### config.mk
export PLATFORM = sky130hd
export DESIGN_NAME = dsp_simd2x_chain_ctrl
export DESIGN_NICKNAME = d
export VERILOG_FILES = /design/src/rtl/bicubic_pkg.sv /design/src/rtl/dsp_lane_unpack.sv /design/src/rtl/dsp_simd2x_chain_ctrl.sv
export SDC_FILE = /design/constraint.sdc
export NUM_CORES = 1
export LEC_CHECK = 0
export ABC_AREA = 0
export CORE_MARGIN = 2
export CORE_UTILIZATION = 40
export CTS_CLUSTER_DIAMETER = 30
export DETAILED_ROUTE_END_ITERATION = 8
export MAX_ROUTING_LAYER = met4
export PLACE_DENSITY = 0.75
export SKIP_CTS_REPAIR_TIMING = 1
export SLEW_MARGIN = 20
export SYNTH_ARGS = -nofsm -noshare
export SYNTH_HDL_FRONTEND = slang
export SYNTH_HIERARCHICAL = 1
export SYNTH_SLANG_ARGS = --single-unit
### constraint.sdc
create_clock -name clk -period 7.6 [get_ports clk]
set_input_delay 1.9 -clock clk [delete_from_list [all_inputs] [get_ports clk]]
set_output_delay 1.9 -clock clk [all_outputs]
set_load 0.01 [all_outputs]
### src/rtl/bicubic_pkg.sv
// Shared types and widths for the 2-lane SIMD DSP chain controller.
// No logic; constants only.
// Used by dsp_simd2x_chain_ctrl and dsp_lane_unpack.
package bicubic_pkg;

    typedef enum logic [1:0] {
        ST_INIT  = 2'd0,
        ST_RUN   = 2'd1,
        ST_FLUSH = 2'd2
    } state_t;

    localparam int LANE_W   = 18;
    localparam int PIX_W    = 8;
    localparam int COEFF_W  = 9;
    localparam int LANE_OFS = 18;
    localparam int PIX_MAX  = (1 << PIX_W) - 1;

    // One tap of a pixel-pair word as presented to a DSP stage.
    typedef struct packed {
        logic signed [COEFF_W-1:0] coeff;
        logic [PIX_W-1:0]          pix_b;
        logic [PIX_W-1:0]          pix_a;
    } tap_t;

endpackage

### src/rtl/dsp_lane_unpack.sv
// Splits the packed two-lane DSP P word into signed lanes (BICUBIC_OUT_ROUND_SAT_EN adds round/saturate).
// Latency: combinational by default; one clken-qualified register stage when rounding is enabled.
// Backpressure: none of its own; the optional register holds while clken is low.
module dsp_lane_unpack
    import bicubic_pkg::*;
#(
    parameter int COEFF_FRAC = 7
) (
`ifdef BICUBIC_OUT_ROUND_SAT_EN
    input  logic                     clk,
    input  logic                     areset,
    input  logic                     clken,
`endif
    input  logic [2*LANE_W-1:0]      p,
    output logic signed [LANE_W-1:0] res_a,
    output logic signed [LANE_W-1:0] res_b
);

    logic signed [LANE_W-1:0] raw_a;
    logic signed [LANE_W-1:0] raw_b;

    // A negative lane A borrows one from lane B inside the shared accumulator;
    // adding back lane A's sign bit restores lane B's true value.
    always_comb begin
        raw_a = p[LANE_W-1:0];
        raw_b = p[LANE_OFS +: LANE_W] + LANE_W'(p[LANE_W-1]);
    end

`ifdef BICUBIC_OUT_ROUND_SAT_EN
    // Round half-up at the coefficient binary point, then clamp to a pixel.
    function automatic logic signed [LANE_W-1:0] round_sat(input logic signed [LANE_W-1:0] x);
        logic signed [LANE_W:0] t;
        t = {x[LANE_W-1], x} + (LANE_W+1)'(1 << (COEFF_FRAC-1));
        t = t >>> COEFF_FRAC;
        if (t < 0)
            return '0;
        else if (t > PIX_MAX)
            return LANE_W'(PIX_MAX);
        else
            return LANE_W'(t);
    endfunction

    // Registered rounded lanes, frozen during a global stall.
    always_ff @(posedge clk or posedge areset) begin
        if (areset) begin
            res_a <= '0;
            res_b <= '0;
        end else if (clken) begin
            res_a <= round_sat(raw_a);
            res_b <= round_sat(raw_b);
        end
    end
`else
    localparam int unused_coeff_frac = COEFF_FRAC;

    // Raw lanes pass straight through.
    always_comb begin
        res_a = raw_a;
        res_b = raw_b;
    end
`endif

endmodule

### src/rtl/dsp_simd2x_chain_ctrl.sv
// Drives a TAPS-deep cascade of 2-lane SIMD DSP stages and unpacks its result (macro BICUBIC_OUT_ROUND_SAT_EN: round/sat lanes).
// Latency: PIPE_LAT+1 cycles accept-to-out_valid (PIPE_LAT+2 with rounding); one word per cycle.
// Backpressure: out_valid & !out_ready drops dsp_clken, freezing the whole chain and deasserting in_ready.
module dsp_simd2x_chain_ctrl
    import bicubic_pkg::*;
#(
    parameter int TAPS        = 4,
    parameter int PIPE_LAT    = 7,
    parameter int INIT_CYCLES = 4,
    parameter int COEFF_FRAC  = 7
) (
    input  logic                        clk,
    input  logic                        areset,
    input  logic                        in_valid,
    output logic                        in_ready,
    input  logic [PIX_W*TAPS-1:0]       in_pix_a,
    input  logic [PIX_W*TAPS-1:0]       in_pix_b,
    input  logic [COEFF_W*TAPS-1:0]     in_coeff,
    input  logic                        flush_req,
    output logic                        flush_done,
    output logic                        dsp_clken,
    output logic                        dsp_reset,
    output logic [PIX_W*TAPS-1:0]       dsp_a,
    output logic [PIX_W*TAPS-1:0]       dsp_b,
    output logic [COEFF_W*TAPS-1:0]     dsp_coeff,
    input  logic [47:0]                 dsp_p,
    output logic                        out_valid,
    input  logic                        out_ready,
    output logic signed [LANE_W-1:0]    out_res_a,
    output logic signed [LANE_W-1:0]    out_res_b
);

`ifdef BICUBIC_OUT_ROUND_SAT_EN
    localparam int VLEN = PIPE_LAT + 1;
`else
    localparam int VLEN = PIPE_LAT;
`endif
    localparam int CNT_W = $clog2(INIT_CYCLES + 1);

    state_t                   state;
    logic [CNT_W-1:0]         init_cnt;
    logic [VLEN-1:0]          vpipe;
    logic                     accept;
    tap_t                     tap_in  [TAPS];
    tap_t                     tap_drv [TAPS];
    logic signed [LANE_W-1:0] lane_a;
    logic signed [LANE_W-1:0] lane_b;
    logic                     unused_p_hi;

    assign dsp_clken   = ~(out_valid & ~out_ready);
    assign in_ready    = (state == ST_RUN) & dsp_clken;
    assign accept      = in_valid & in_ready;
    assign flush_done  = (state == ST_FLUSH) & (vpipe == '0) & dsp_clken;
    assign unused_p_hi = ^dsp_p[47:2*LANE_W];

    // Split the accepted word into taps; idle cycles inject zero bubbles.
    always_comb begin
        for (int k = 0; k < TAPS; k++) begin
            tap_in[k] = '0;
            if (accept) begin
                tap_in[k].pix_a = in_pix_a[PIX_W*k +: PIX_W];
                tap_in[k].pix_b = in_pix_b[PIX_W*k +: PIX_W];
                tap_in[k].coeff = in_coeff[COEFF_W*k +: COEFF_W];
            end
        end
    end

    for (genvar k = 0; k < TAPS; k++) begin : g_tap
        if (k == 0) begin : g_direct
            assign tap_drv[k] = tap_in[k];
        end else begin : g_skew
            tap_t sr [k];

            // Delay tap k by k stall-aware cycles to meet the cascade wavefront.
            always_ff @(posedge clk or posedge areset) begin
                if (areset) begin
                    for (int i = 0; i < k; i++)
                        sr[i] <= '0;
                end else if (dsp_clken) begin
                    sr[0] <= tap_in[k];
                    for (int i = 1; i < k; i++)
                        sr[i] <= sr[i-1];
                end
            end

            assign tap_drv[k] = sr[k-1];
        end

        assign dsp_a[PIX_W*k +: PIX_W]       = tap_drv[k].pix_a;
        assign dsp_b[PIX_W*k +: PIX_W]       = tap_drv[k].pix_b;
        assign dsp_coeff[COEFF_W*k +: COEFF_W] = tap_drv[k].coeff;
    end

    // Sequencer: hold the DSPs in reset for INIT_CYCLES, then run/flush.
    always_ff @(posedge clk or posedge areset) begin
        if (areset) begin
            state     <= ST_INIT;
            init_cnt  <= '0;
            dsp_reset <= 1'b1;
        end else if (dsp_clken) begin
            case (state)
                ST_INIT: begin
                    if (init_cnt == CNT_W'(INIT_CYCLES - 1)) begin
                        state     <= ST_RUN;
                        dsp_reset <= 1'b0;
                    end else begin
                        init_cnt  <= init_cnt + 1'b1;
                    end
                end
                ST_RUN: begin
                    if (flush_req)
                        state <= ST_FLUSH;
                end
                ST_FLUSH: begin
                    if (vpipe == '0)
                        state <= ST_RUN;
                end
                default: begin
                    state     <= ST_INIT;
                    dsp_reset <= 1'b1;
                end
            endcase
        end
    end

    // Track which cycles carry a real word through the DSP latency.
    always_ff @(posedge clk or posedge areset) begin
        if (areset)
            vpipe <= '0;
        else if (dsp_clken)
            vpipe <= {vpipe[VLEN-2:0], accept};
    end

    dsp_lane_unpack #(
        .COEFF_FRAC (COEFF_FRAC)
    ) u_unpack (
`ifdef BICUBIC_OUT_ROUND_SAT_EN
        .clk    (clk),
        .areset (areset),
        .clken  (dsp_clken),
`endif
        .p      (dsp_p[2*LANE_W-1:0]),
        .res_a  (lane_a),
        .res_b  (lane_b)
    );

    // Output holding register; while valid, clken is high only if the sink takes it.
    always_ff @(posedge clk or posedge areset) begin
        if (areset) begin
            out_valid <= 1'b0;
            out_res_a <= '0;
            out_res_b <= '0;
        end else if (dsp_clken) begin
            out_valid <= vpipe[VLEN-1];
            if (vpipe[VLEN-1]) begin
                out_res_a <= lane_a;
                out_res_b <= lane_b;
            end
        end
    end

endmodule

# [Word-level counts from Yosys, hierarchy flattened]
# Index checks and enable logic that the tools add are counted.
# W data, S select, Z words.
[totals] reg_bits=200 latch_bits=0 ram_bits=0 rom_bits=0 inputBits=153 output_inout_bits=141 mem_count=0
[classes] n_addsub=2 multipliers=0 div_mod_pow=0 n_lt_le_gt_ge=0 n_eq_ne=6 shift=0 mux=10 bitwise_logic=9 n_reduce_logical=7
[op_table] operator="$mux W25" count=4
[op_table] operator="$add A18 B1 Y18" count=1
[op_table] operator="$logic_not A7 Y1" count=1
[op_table] operator="$mux W2" count=3
[op_table] operator="$pmux W2 S3" count=1
[op_table] operator="$reduce_and A3 Y1" count=2
[op_table] operator="$and A1 B1 Y1" count=5
[op_table] operator="$ne A2 B2 Y1 const B" count=2
[op_table] operator="$not A1 Y1" count=4
[op_table] operator="$reduce_and A4 Y1" count=1
[op_table] operator="$add A3 B1 Y3 const B" count=1
[op_table] operator="$eq A3 B2 Y1 const B" count=1
[op_table] operator="$eq A2 B1 Y1 const B" count=1
[op_table] operator="$eq A2 B2 Y1 const B" count=1
[op_table] operator="$logic_not A2 Y1" count=1
[op_table] operator="$ne A2 B1 Y1 const B" count=1
[op_table] operator="$pmux W1 S2" count=1
[op_table] operator="$reduce_and A2 Y1" count=1
[op_table] operator="$reduce_or A2 Y1" count=1
[op_table] operator="$mux W1" count=1

# [Depth between registers and ports, before layout]
# Gate-level depths: netlist (run 1).
[depth] word_depth=6 mapped_depth=8 depth_no_buf=7

# [Modules after synthesis]
# Netlist (run 1), hierarchy kept.
[modules_own_cells] module="dsp_simd2x_chain_ctrl" instances=1 cells_each=732 area_per_inst_um2=8189.1 seq_area_each_um2=5006.1
[modules_own_cells] module="dsp_lane_unpack" instances=1 cells_each=60 area_per_inst_um2=436.7 seq_area_each_um2=0.0

# [Least setup slack after synthesis (run 1)]
# No wires, ideal clock.
[synth_path] kind="input port to output port" start="in out_ready" end="out dsp_b[7]" arrival_ns=2.986 required_time_ns=5.700 slack_ns=2.714 cell_stages=8 path_cell_list="nor2b_1 > buf_8 > inv_2 > and3_1 > buf_2 > buf_2 > and2_1 > buf_4"
[synth_rtl] element="start: declaration" line="dsp_simd2x_chain_ctrl.sv:28" text="input logic out_ready,"
[synth_rtl] element="end: declaration" line="dsp_simd2x_chain_ctrl.sv:24" text="output logic [PIX_W*TAPS-1:0] dsp_b,"

# [Final worst setup path (run 1)]
[layout_path] start="in out_ready" end="out dsp_coeff[2]"
[layout_between] elab_chain_len=6
[layout_lines] element="$not A1 Y1" line="dsp_simd2x_chain_ctrl.sv:50" text="assign dsp_clken = ~(out_valid & ~out_ready);"
[layout_lines] element="$and A1 B1 Y1" line="dsp_simd2x_chain_ctrl.sv:50"
[layout_lines] element="$not A1 Y1 (no source line)"
[layout_lines] element="$and A1 B1 Y1" line="dsp_simd2x_chain_ctrl.sv:51" text="assign in_ready = (state == ST_RUN) & dsp_clken;"
[layout_lines] element="$and A1 B1 Y1" line="dsp_simd2x_chain_ctrl.sv:52" text="assign accept = in_valid & in_ready;"
[layout_lines] element="$mux W25" line="dsp_simd2x_chain_ctrl.sv:60" text="if (accept) begin"
[layout_lines] element="end: declaration" line="dsp_simd2x_chain_ctrl.sv:25" text="output logic [COEFF_W*TAPS-1:0] dsp_coeff,"
# No other way between the ends.

==> impl_metrics.env, run 1 <==
export IMPL_synth_edf_count=0
export IMPL_cts_root_buf="clkbuf_16"
export IMPL_crit_chain="clkdlybuf4s50_1 -> nor2b_4 -> inv_2 -> and3_4 -> and2_1 -> clkdlybuf4s50_1"
export IMPL_num_io_pins=294
export IMPL_synth_top_flop_cell="dfrtp_1"
export IMPL_yosysUniqueCellTypes=39
export IMPL_worstSetupPathType="input port to output pin"
export IMPL_tightest_slew_ns=1.05
export IMPL_grt_pass1_vias=6021
export IMPL_ant_nets=0
export IMPL_die_y_microns=151
export IMPL_cp_depth=6
export IMPL_required_ns=5.70
export IMPL_setup_slack_ns=1.72
export IMPL_cp_common_cell="clkdlybuf4s50_1"
export IMPL_grtUsageTotal_pct=17.6
export IMPL_cts_num_sinks=200
export IMPL_arrival_ns=3.98
export IMPL_ys_ff_latch=200
export IMPL_clock_latency_ns=0.42
export IMPL_crit_fanout=67
export IMPL_seq_area_frac_synth_pct=58.0
export IMPL_r2r_start="out_valid$_DFFE_PP0N_"
export IMPL_hold_viol=0
export IMPL_max_slew_margin_pct=30.0
export IMPL_start_util_pct=40.9
export IMPL_portBuffers=281
export IMPL_whs_path_depth=2
export IMPL_drv_cap=0
export IMPL_dieArea_sq_um=22800
export IMPL_stdcell_area_sq_um=11600
export IMPL_dp_hpwl_microns=12700
export IMPL_dpl_cell_area_sq_um=11000
export IMPL_hold_start="dsp_b[23]$_DFFE_PP0N_"
export IMPL_grt_overflow_total=0
export IMPL_tritoncts_num_buffers=17
export IMPL_hp_class="flop to flop"
export IMPL_synthCells=792
export IMPL_powerDensity_nw_per_um2=318
export IMPL_wirelength_microns=18800
export IMPL_status="complete, no violations"
export IMPL_fin_nets=1126
export IMPL_clk_path_buf_depth=2
export IMPL_place_worst_setup_slack_ns=1.67
export IMPL_insertedDiodeCount=0
export IMPL_postLayoutCoreUtil_pct=55.0
export IMPL_wl_per_cell_microns=15.0
export IMPL_cp_top_family="buffers and inverters"
export IMPL_reg2reg_depth=6
export IMPL_htree_levels=4
export IMPL_p_leak_nw=5.48
export IMPL_setup_tns_final_ns=0
export IMPL_final_cell_mix="281 x clkdlybuf4s50_1, 249 x nand2_1, 199 x dfrtp_1"
export IMPL_cts_reportedPaths_clkPinSlew_ns=0.07
export IMPL_cts_tree="yes"
export IMPL_core_area_sq_um=21100
export IMPL_syn_num_nets=954
export IMPL_startpoint_type="input port"
export IMPL_avgViaCountPerCell=4.69
export IMPL_fin_crit_ns=5.88
export IMPL_slew_viol_final=0
export IMPL_area_growth_pct=34.4
export IMPL_num_rows=53
export IMPL_yosys_warnings=6
export IMPL_max_stage_delay_ns=0.64
export IMPL_die_w_microns=151
export IMPL_ys_async_sr_fraction_pct=100
export IMPL_grt_pass1_wl_microns=30300
export IMPL_cp_num_buf_inv=3
export IMPL_crit_path_start="out_ready"
export IMPL_peakVddDrop_uv=137
export IMPL_drc=0
export IMPL_grt_max_degree=146
export IMPL_period_share_pct=77.4
export IMPL_crit_path_top_delay_cell="and3_4"
export IMPL_endpoint_kind="output pin"
export IMPL_vias=5874
export IMPL_final_common_cell="clkdlybuf4s50_1"
export IMPL_dr_pass1_iters=4
export IMPL_rsz0062_at_grt="no"
export IMPL_fmax_mhz=170
export IMPL_antenna_found_initial=0
export IMPL_gp_congestion=0.787
export IMPL_finalSetupViolCount=0
export IMPL_dr_first_iter_drc_count=207
export IMPL_syn_avg_cell_area_sq_um=10.9
export IMPL_drive_gt1_share_pct=5.63
export IMPL_clock_skew_ns=0.00987
export IMPL_synth_area_sq_um=8630
## layer usage
| metal | up-vias | wire length (microns) | global-route usage [%] |
|---|---|---|---|
| met5 | - | 0 | - |
| met4 | 0 | 227 | 4.63 |
| met3 | 19 | 1170 | 4.37 |
| met2 | 205 | 9250 | 29.2 |
| met1 | 2809 | 8160 | 21.7 |
| li1 | 2841 | - | - |
## area by class of cell
cell class	count	area, sq um
Tap cell	275	344
Clock buffer	19	433
Fill cell	1834	9500
Sequential cell	200	5010
Multi-Input combinational cell	450	2720
Inverter	8	42.5
Timing Repair Buffer	287	2860
Clock inverter	13	188
## final timing paths
kind | to | slack (ns)
setup / recovery | dsp_coeff[2] | 1.72
min in group asynchronous | dsp_b[30]$_DFFE_PP0N_ | 1.99
max in group asynchronous | state[1]$_DFFE_PP0P_ | 4.31
hold reg to reg | dsp_b[23]$_DFFE_PP0N_ | 0.46
hold / removal | dsp_b[23]$_DFFE_PP0N_ | 0.46
setup reg to reg | out_res_a[3]$_DFFE_PP0P_ | 4.68
## Yosys cell counts (all sizes together) (4+ instances only)
library cell	n	area [sq um]
nand3	5	25.0
buf	113	805
xnor2	10	87.6
mux2	38	432
nand2	250	941
nor2	5	21.3
dfrtp	199	4980
ha	9	113
clkbuf	21	78.8
nand4	4	31.3
xor2	7	61.3
inv	8	30.0
and2	26	163
and3	5	31.3
a22o	75	657
## state kept, by name, summed over array words and instances (netlist names)
name / cells
dsp_reset: 1
dsp_b: 24
out_res_a: 18
out_valid: 1
state: 2
g_tap.g_skew.sr: 75
out_res_b: 18
dsp_a: 24
dsp_coeff: 27
init_cnt: 3
vpipe: 7
## worst min-delay path, stage by stage, from the launching register on
cell     delay (ns)
dfrtp_1        0.34
nand2_1        0.05
nand2_1        0.05
## metrics by stage
step / power (W) / hold WS (ns) / std cells
2_1_floorplan: 0.00225 / 0.439 / 792
3_3_place_gp: 0.00275 / 0.448 / 1220
3_5_place_dp: 0.00279 / 0.455 / 1220
4_1_cts: 0.00375 / 0.470 / 1252
5_1_grt: 0.00393 / 0.485 / 1252
6_report: 0.00369 / 0.464 / 1252
## report_power, final
part,total (W),internal (W),switching (W),leakage (nW)
Sequential,0.00152,0.00136,0.000162,2.65
Clock,0.000944,0.000530,0.000414,0.289
Combinational,0.00122,0.000673,0.000549,2.54
## logic make-up after synthesis
group	after synthesis	synth area share [%]
flip-flops	200	58.0
multiplexers	39	5.12
adder cells (fa/ha/maj)	9	1.31
XOR/XNOR	17	1.73
AND/OR/NAND/NOR	304	15.1
buffers and inverters	142	10.6
AO/OA/AOI/OAI	81	8.12
Note: power is estimated with default switching activity, not from simulation.
==> run 2: changes to the inputs <==
--- a/config.mk
+++ b/config.mk
@@ -11,7 +11,7 @@
 export CTS_CLUSTER_DIAMETER = 30
 export DETAILED_ROUTE_END_ITERATION = 8
 export MAX_ROUTING_LAYER = met4
-export PLACE_DENSITY = 0.75
+export PLACE_DENSITY = 0.72
 export SKIP_CTS_REPAIR_TIMING = 1
 export SLEW_MARGIN = 20
 export SYNTH_ARGS = -nofsm -noshare
==> constraint.sdc (replaced) <==
create_clock -name clk -period 5.49 [get_ports clk]
set_input_delay 1.3725 -clock clk [delete_from_list [all_inputs] [get_ports clk]]
set_output_delay 1.3725 -clock clk [all_outputs]
set_load 0.01 [all_outputs]
==> run 2 against run 1 <==
Core utilization decreased by 0.089 points. Clock skew increased by 0.0046 ns. Via count about the same. Register-to-register slack worse by 1.6 ns. Critical path depth unchanged. Non-clock buffer count increased by 2. Sequential share of layout area rose by 0.070 points. Largest cell class unchanged.
==> impl_metrics.env, run 2 (synthesized netlist as in run 1, its figures left out) <==
export IMPL_clock_latency_ns=0.43
export IMPL_max_stage_delay_ns=0.57
export IMPL_start_util_pct=40.9
export IMPL_dr_wl_met2_microns=9010
export IMPL_slew_viol_final=0
export IMPL_die_w_microns=151
export IMPL_fin_hold_ws_ns=0.465
export IMPL_largest_register_ffs=75
export IMPL_gp_congestion=0.773
export IMPL_grt_pass1_vias=5800
export IMPL_core_area_sq_um=21100
export IMPL_wl_per_cell_microns=15.1
export IMPL_cp_top_family="buffers and inverters"
export IMPL_required_ns=4.12
export IMPL_tightest_slew_ns=1.09
export IMPL_worstSetupPathType="input port to output pin"
export IMPL_final_cells=1254
export IMPL_cp_num_buf_inv=3
export IMPL_endpoint_kind="output pin"
export IMPL_tritoncts_num_buffers=17
export IMPL_ant_nets=0
export IMPL_fin_nets=1128
export IMPL_fmax_mhz=212
export IMPL_met1Wirelength_microns=8450
export IMPL_post_place_cells=1222
export IMPL_finalSetupViolCount=0
export IMPL_p_int_w=0.00343
export IMPL_grt_pass1_wl_microns=29800
export IMPL_grtUsageTotal_pct=17.2
export IMPL_switching_power_w=0.00159
export IMPL_vias=5877
export IMPL_num_io_pins=294
export IMPL_cts_tree="yes"
export IMPL_setup_tns_final_ns=0
export IMPL_hold_viol=0
export IMPL_drv_cap=0
export IMPL_regMostFlops="g_tap.g_skew.sr"
export IMPL_crit_path_top_delay_cell="and3_4"
export IMPL_arrival_ns=3.35
export IMPL_cts_reportedPaths_clkPinSlew_ns=0.07
export IMPL_crit_fanout=63
export IMPL_powerDensity_nw_per_um2=434
export IMPL_clk_path_buf_depth=2
export IMPL_peakVddDrop_uv=329
export IMPL_routed_wl_met3_microns=1210
export IMPL_dp_hpwl_microns=13100
export IMPL_grt_max_degree=100
export IMPL_antenna_found_initial=0
export IMPL_rsz0062_at_grt="no"
export IMPL_clock_skew_ns=0.0145
export IMPL_swShare_pct=31.7
export IMPL_top_layer="met4"
export IMPL_cts_root_buf="clkbuf_16"
export IMPL_htree_levels=4
export IMPL_num_rows=53
export IMPL_drive_gt1_share_pct=6.03
export IMPL_die_y_microns=151
export IMPL_status="complete, no violations"
export IMPL_hp_class="flop to flop"
export IMPL_cts_num_sinks=200
export IMPL_final_common_cell="clkdlybuf4s50_1"
export IMPL_cp_common_cell="clkdlybuf4s50_1"
export IMPL_insertedDiodeCount=0
export IMPL_fin_crit_ns=4.72
export IMPL_grt_overflow_total=0
export IMPL_area_growth_pct=34.1
export IMPL_p_seq_share_pct=42.0
export IMPL_max_slew_margin_pct=27.3
export IMPL_startpoint_type="input port"
export IMPL_crit_chain="clkdlybuf4s50_1 -> nor2b_4 -> inv_2 -> and3_4 -> and2_1 -> clkdlybuf4s50_1"
export IMPL_p_comb_share_pct=33.7
export IMPL_dr_pass1_iters=4
export IMPL_p_leak_nw=5.48
export IMPL_dieArea_sq_um=22800
export IMPL_postLayoutCoreUtil_pct=54.9
export IMPL_period_share_pct=86.0
export IMPL_avgViaCountPerCell=4.69
export IMPL_portBuffers=281
export IMPL_final_cell_mix="281 x clkdlybuf4s50_1, 249 x nand2_1, 199 x dfrtp_1"
export IMPL_fillers=1890
export IMPL_drc=0
export IMPL_wirelength_microns=19000
export IMPL_p_clk_share_pct=24.3
export IMPL_dr_first_iter_drc_count=210
[run 2: cell count changes in the layout (fill, tap and decap cells not counted), sizes merged]
cell,change
clkinv,+5
inv,+2
buf,+2
clkinvlp,-2
clkbuf,-2
bufinv,-3
[run 2: per-layer routing]
metal / GRT usage, % / vias to the layer above
met5: - / -
met1: 22.0 / 2785
met3: 3.61 / 21
met2: 27.4 / 217
li1: - / 2854
met4: 5.70 / 0
[run 2: final cells by class]
| class | count | area (sq um) | share of cell area [%] |
|---|---|---|---|
| clock buffer | 17 | 425 | 3.68 |
| clock inverter | 15 | 158 | 1.36 |
| inverter | 8 | 33.8 | 0.292 |
| multi-input combinational | 450 | 2720 | 23.5 |
| sequential | 200 | 5010 | 43.3 |
| tap | 275 | 344 | 2.97 |
| timing repair buffer | 289 | 2890 | 24.9 |
[run 2: path summary, 6_finish.rpt]
| check | startpoint | slack, ns | cells after the start | to |
|---|---|---|---|---|
| hold reg to reg | dsp_coeff[21]$_DFFE_PP0N_ | 0.46 | 2 | dsp_coeff[21]$_DFFE_PP0N_ |
| min in group asynchronous | areset | 1.45 | 2 | dsp_b[30]$_DFFE_PP0N_ |
| setup reg to reg | out_valid$_DFFE_PP0N_ | 3.05 | 4 | g_tap[3].g_skew.sr[69]$_DFFE_PP0N_ |
| setup / recovery | out_ready | 0.77 | 6 | dsp_coeff[6] |
| hold / removal | dsp_coeff[21]$_DFFE_PP0N_ | 0.46 | 2 | dsp_coeff[21]$_DFFE_PP0N_ |
| max in group asynchronous | areset | 3.02 | 3 | out_res_b[7]$_DFFE_PP0P_ |
[run 2: through the flow]
| stage | power (W) | area, sq um | setup WS, ns |
|---|---|---|---|
| floorplan | 0.00312 | 8630 | 1.53 |
| global placement | 0.00381 | 11000 | 0.764 |
| detailed placement | 0.00386 | 11000 | 0.744 |
| CTS | 0.00510 | 11600 | 0.731 |
| global route | 0.00533 | 11600 | 0.647 |
| finish | 0.00502 | 11600 | 0.770 |
[run 2: tightest hold or removal path, stage by stage (launching register included)]
cell	delay [ns]
dfrtp_1	0.34
nand2_1	0.05
nand2_1	0.05
[run 2: power groups by stage]
stage               clock network (W)  logic, W  registers (W)
finish                        0.00122   0.00169        0.00211
global route                  0.00132   0.00184        0.00217
CTS                           0.00126   0.00172        0.00212
detailed placement                  0   0.00172        0.00215
global placement                    0   0.00169        0.00212
floorplan                           0  0.000934        0.00219
==> run 3: changes to the inputs <==
--- a/config.mk
+++ b/config.mk
@@ -6,7 +6,7 @@
 export NUM_CORES = 1
 export LEC_CHECK = 0
 export ABC_AREA = 0
-export CORE_MARGIN = 2
+export CORE_MARGIN = 1
 export CORE_UTILIZATION = 40
 export CTS_CLUSTER_DIAMETER = 30
 export DETAILED_ROUTE_END_ITERATION = 8
==> constraint.sdc (replaced) <==
create_clock -name clk -period 5.49 [get_ports clk]
set_input_delay 1.098 -clock clk [delete_from_list [all_inputs] [get_ports clk]]
set_output_delay 1.098 -clock clk [all_outputs]
set_load 0.01 [all_outputs]
==> run 3 against run 2 <==
Sequential share of layout area fell by 0.070 points. Critical path depth did not move. Cell count barely moved. Power rose by 0.53%. Worst setup slack improved by 0.41 ns. Core utilization rose by 0.089 points. Global-route usage rose by 0.43 points. Maximum frequency rose by 9.5%.
==> impl_metrics.env, run 3 (synthesized netlist as in run 1, its figures left out) <==
export IMPL_status="complete, no violations"
export IMPL_grt_pass1_wl_microns=29500
export IMPL_cts_tree="yes"
export IMPL_dpl_cell_area_sq_um=11000
export IMPL_stdcell_area_sq_um=11600
export IMPL_endpoint_kind="output pin"
export IMPL_fillers=1871
export IMPL_largest_register_ffs=75
export IMPL_wl_per_cell_microns=14.6
export IMPL_startpoint_type="input port"
export IMPL_worstSetupPathType="input port to output pin"
export IMPL_dr_pass1_iters=4
export IMPL_clock_skew_ns=0.0128
export IMPL_tritoncts_num_buffers=17
export IMPL_regMostFlops="g_tap.g_skew.sr"
export IMPL_ant_nets=0
export IMPL_start_util_pct=40.9
export IMPL_crit_fanout=75
export IMPL_cts_root_buf="clkbuf_16"
export IMPL_finalSetupViolCount=0
export IMPL_p_leak_nw=5.49
export IMPL_hp_class="flop to flop"
export IMPL_clk_path_buf_depth=2
export IMPL_fin_hold_ws_ns=0.465
export IMPL_num_rows=53
export IMPL_dr_first_iter_drc_count=180
export IMPL_fin_crit_ns=4.31
export IMPL_gp_congestion=0.783
export IMPL_required_ns=4.39
export IMPL_die_y_microns=149
export IMPL_fin_nets=1128
export IMPL_peakVddDrop_uv=182
export IMPL_clock_latency_ns=0.43
export IMPL_cts_reportedPaths_clkPinSlew_ns=0.07
export IMPL_vias=5905
export IMPL_fmax_mhz=232
export IMPL_wirelength_microns=18300
export IMPL_setup_tns_final_ns=0
export IMPL_tightest_slew_ns=0.992
export IMPL_drc=0
export IMPL_grt_pass1_vias=5869
export IMPL_grt_max_degree=107
export IMPL_grtUsageTotal_pct=17.6
export IMPL_final_common_cell="clkdlybuf4s50_1"
export IMPL_portBuffers=281
export IMPL_cts_num_sinks=200
export IMPL_core_area_sq_um=21100
export IMPL_dieArea_sq_um=22200
export IMPL_max_slew_margin_pct=33.9
export IMPL_dp_hpwl_microns=12400
export IMPL_slew_viol_final=0
export IMPL_period_share_pct=78.5
export IMPL_avgViaCountPerCell=4.71
export IMPL_num_io_pins=294
export IMPL_drive_gt1_share_pct=5.92
export IMPL_grt_overflow_total=0
export IMPL_area_growth_pct=34.4
export IMPL_htree_levels=4
export IMPL_final_cell_mix="281 x clkdlybuf4s50_1, 249 x nand2_1, 199 x dfrtp_1"
export IMPL_hold_viol=0
export IMPL_antenna_found_initial=1
export IMPL_drv_cap=0
export IMPL_die_w_microns=149
export IMPL_arrival_ns=3.21
export IMPL_rsz0062_at_grt="no"
export IMPL_powerDensity_nw_per_um2=436
run 3: cell count changes in the layout (fill, tap and decap cells not counted):
cell / before / now
bufinv_16: 0 / 1
diode_2: 0 / 1
clkbuf_1: 0 / 1
inv_8: 2 / 3
clkbuf_8: 0 / 1
clkinv_2: 2 / 0
clkinv_8: 4 / 2
run 3: worst paths after layout:
path                            depth (start not counted)  slack (ns)                                  to             startpoint
worst min register to register                          2        0.47               dsp_a[27]$_DFFE_PP0N_  dsp_a[27]$_DFFE_PP0N_
worst min-delay path                                    2        0.47               dsp_a[27]$_DFFE_PP0N_  dsp_a[27]$_DFFE_PP0N_
min in group asynchronous                               2        1.15            out_res_a[9]$_DFFE_PP0P_                 areset
worst max-delay path                                    6        1.18                            dsp_b[6]              out_ready
max in group asynchronous                               3        3.32                vpipe[1]$_DFFE_PP0N_                 areset
worst max register to register                          4        3.14  g_tap[2].g_skew.sr[34]$_DFFE_PP0N_  out_valid$_DFFE_PP0N_
run 3: where the power goes:
group | internal (W) | switching (W) | leakage (nW) | total (W)
logic | 0.000934 | 0.000754 | 2.54 | 0.00169
clock network | 0.000663 | 0.000589 | 0.290 | 0.00125
registers | 0.00189 | 0.000222 | 2.65 | 0.00211
total | 0.00348 | 0.00156 | 5.49 | 0.00505
run 3: metal layers:
| layer | up-vias | part of all wire, % | global-route usage, % |
|---|---|---|---|
| met5 | - | 0 | - |
| met4 | 0 | 1.9 | 6.33 |
| met3 | 23 | 5.6 | 3.73 |
| met2 | 215 | 48 | 28.1 |
| met1 | 2811 | 45 | 22.0 |
| li1 | 2856 | - | - |
run 3: layout make-up:
cell class | instances | area, sq um | area share [%]
diodes | 1 | 2.50 | 0.0216
clock buffers | 19 | 443 | 3.82
clock inverters | 13 | 156 | 1.35
inverters | 8 | 33.8 | 0.291
multi-input cells | 450 | 2720 | 23.5
flip-flops and latches | 200 | 5010 | 43.2
well taps | 275 | 344 | 2.97
repair buffers | 289 | 2890 | 24.9
run 3: metrics by stage:
step                      utilization, %  setup slack, ns  total power [W]  instances
after floorplan                        -             1.80          0.00312        792
after CTS                           54.9             1.15          0.00513       1254
final                               55.0             1.18          0.00505       1255
after detailed placement            52.1             1.15          0.00386       1222
after global placement              52.1             1.15          0.00381       1222
after global routing                55.0             1.01          0.00536       1255
run 3: worst max-delay path: stages:
cell	delay, ns
clkdlybuf4s50_1	0.50
nor2b_4	0.05
inv_2	0.07
and3_4	0.71
and2_1	0.23
clkdlybuf4s50_1	0.55
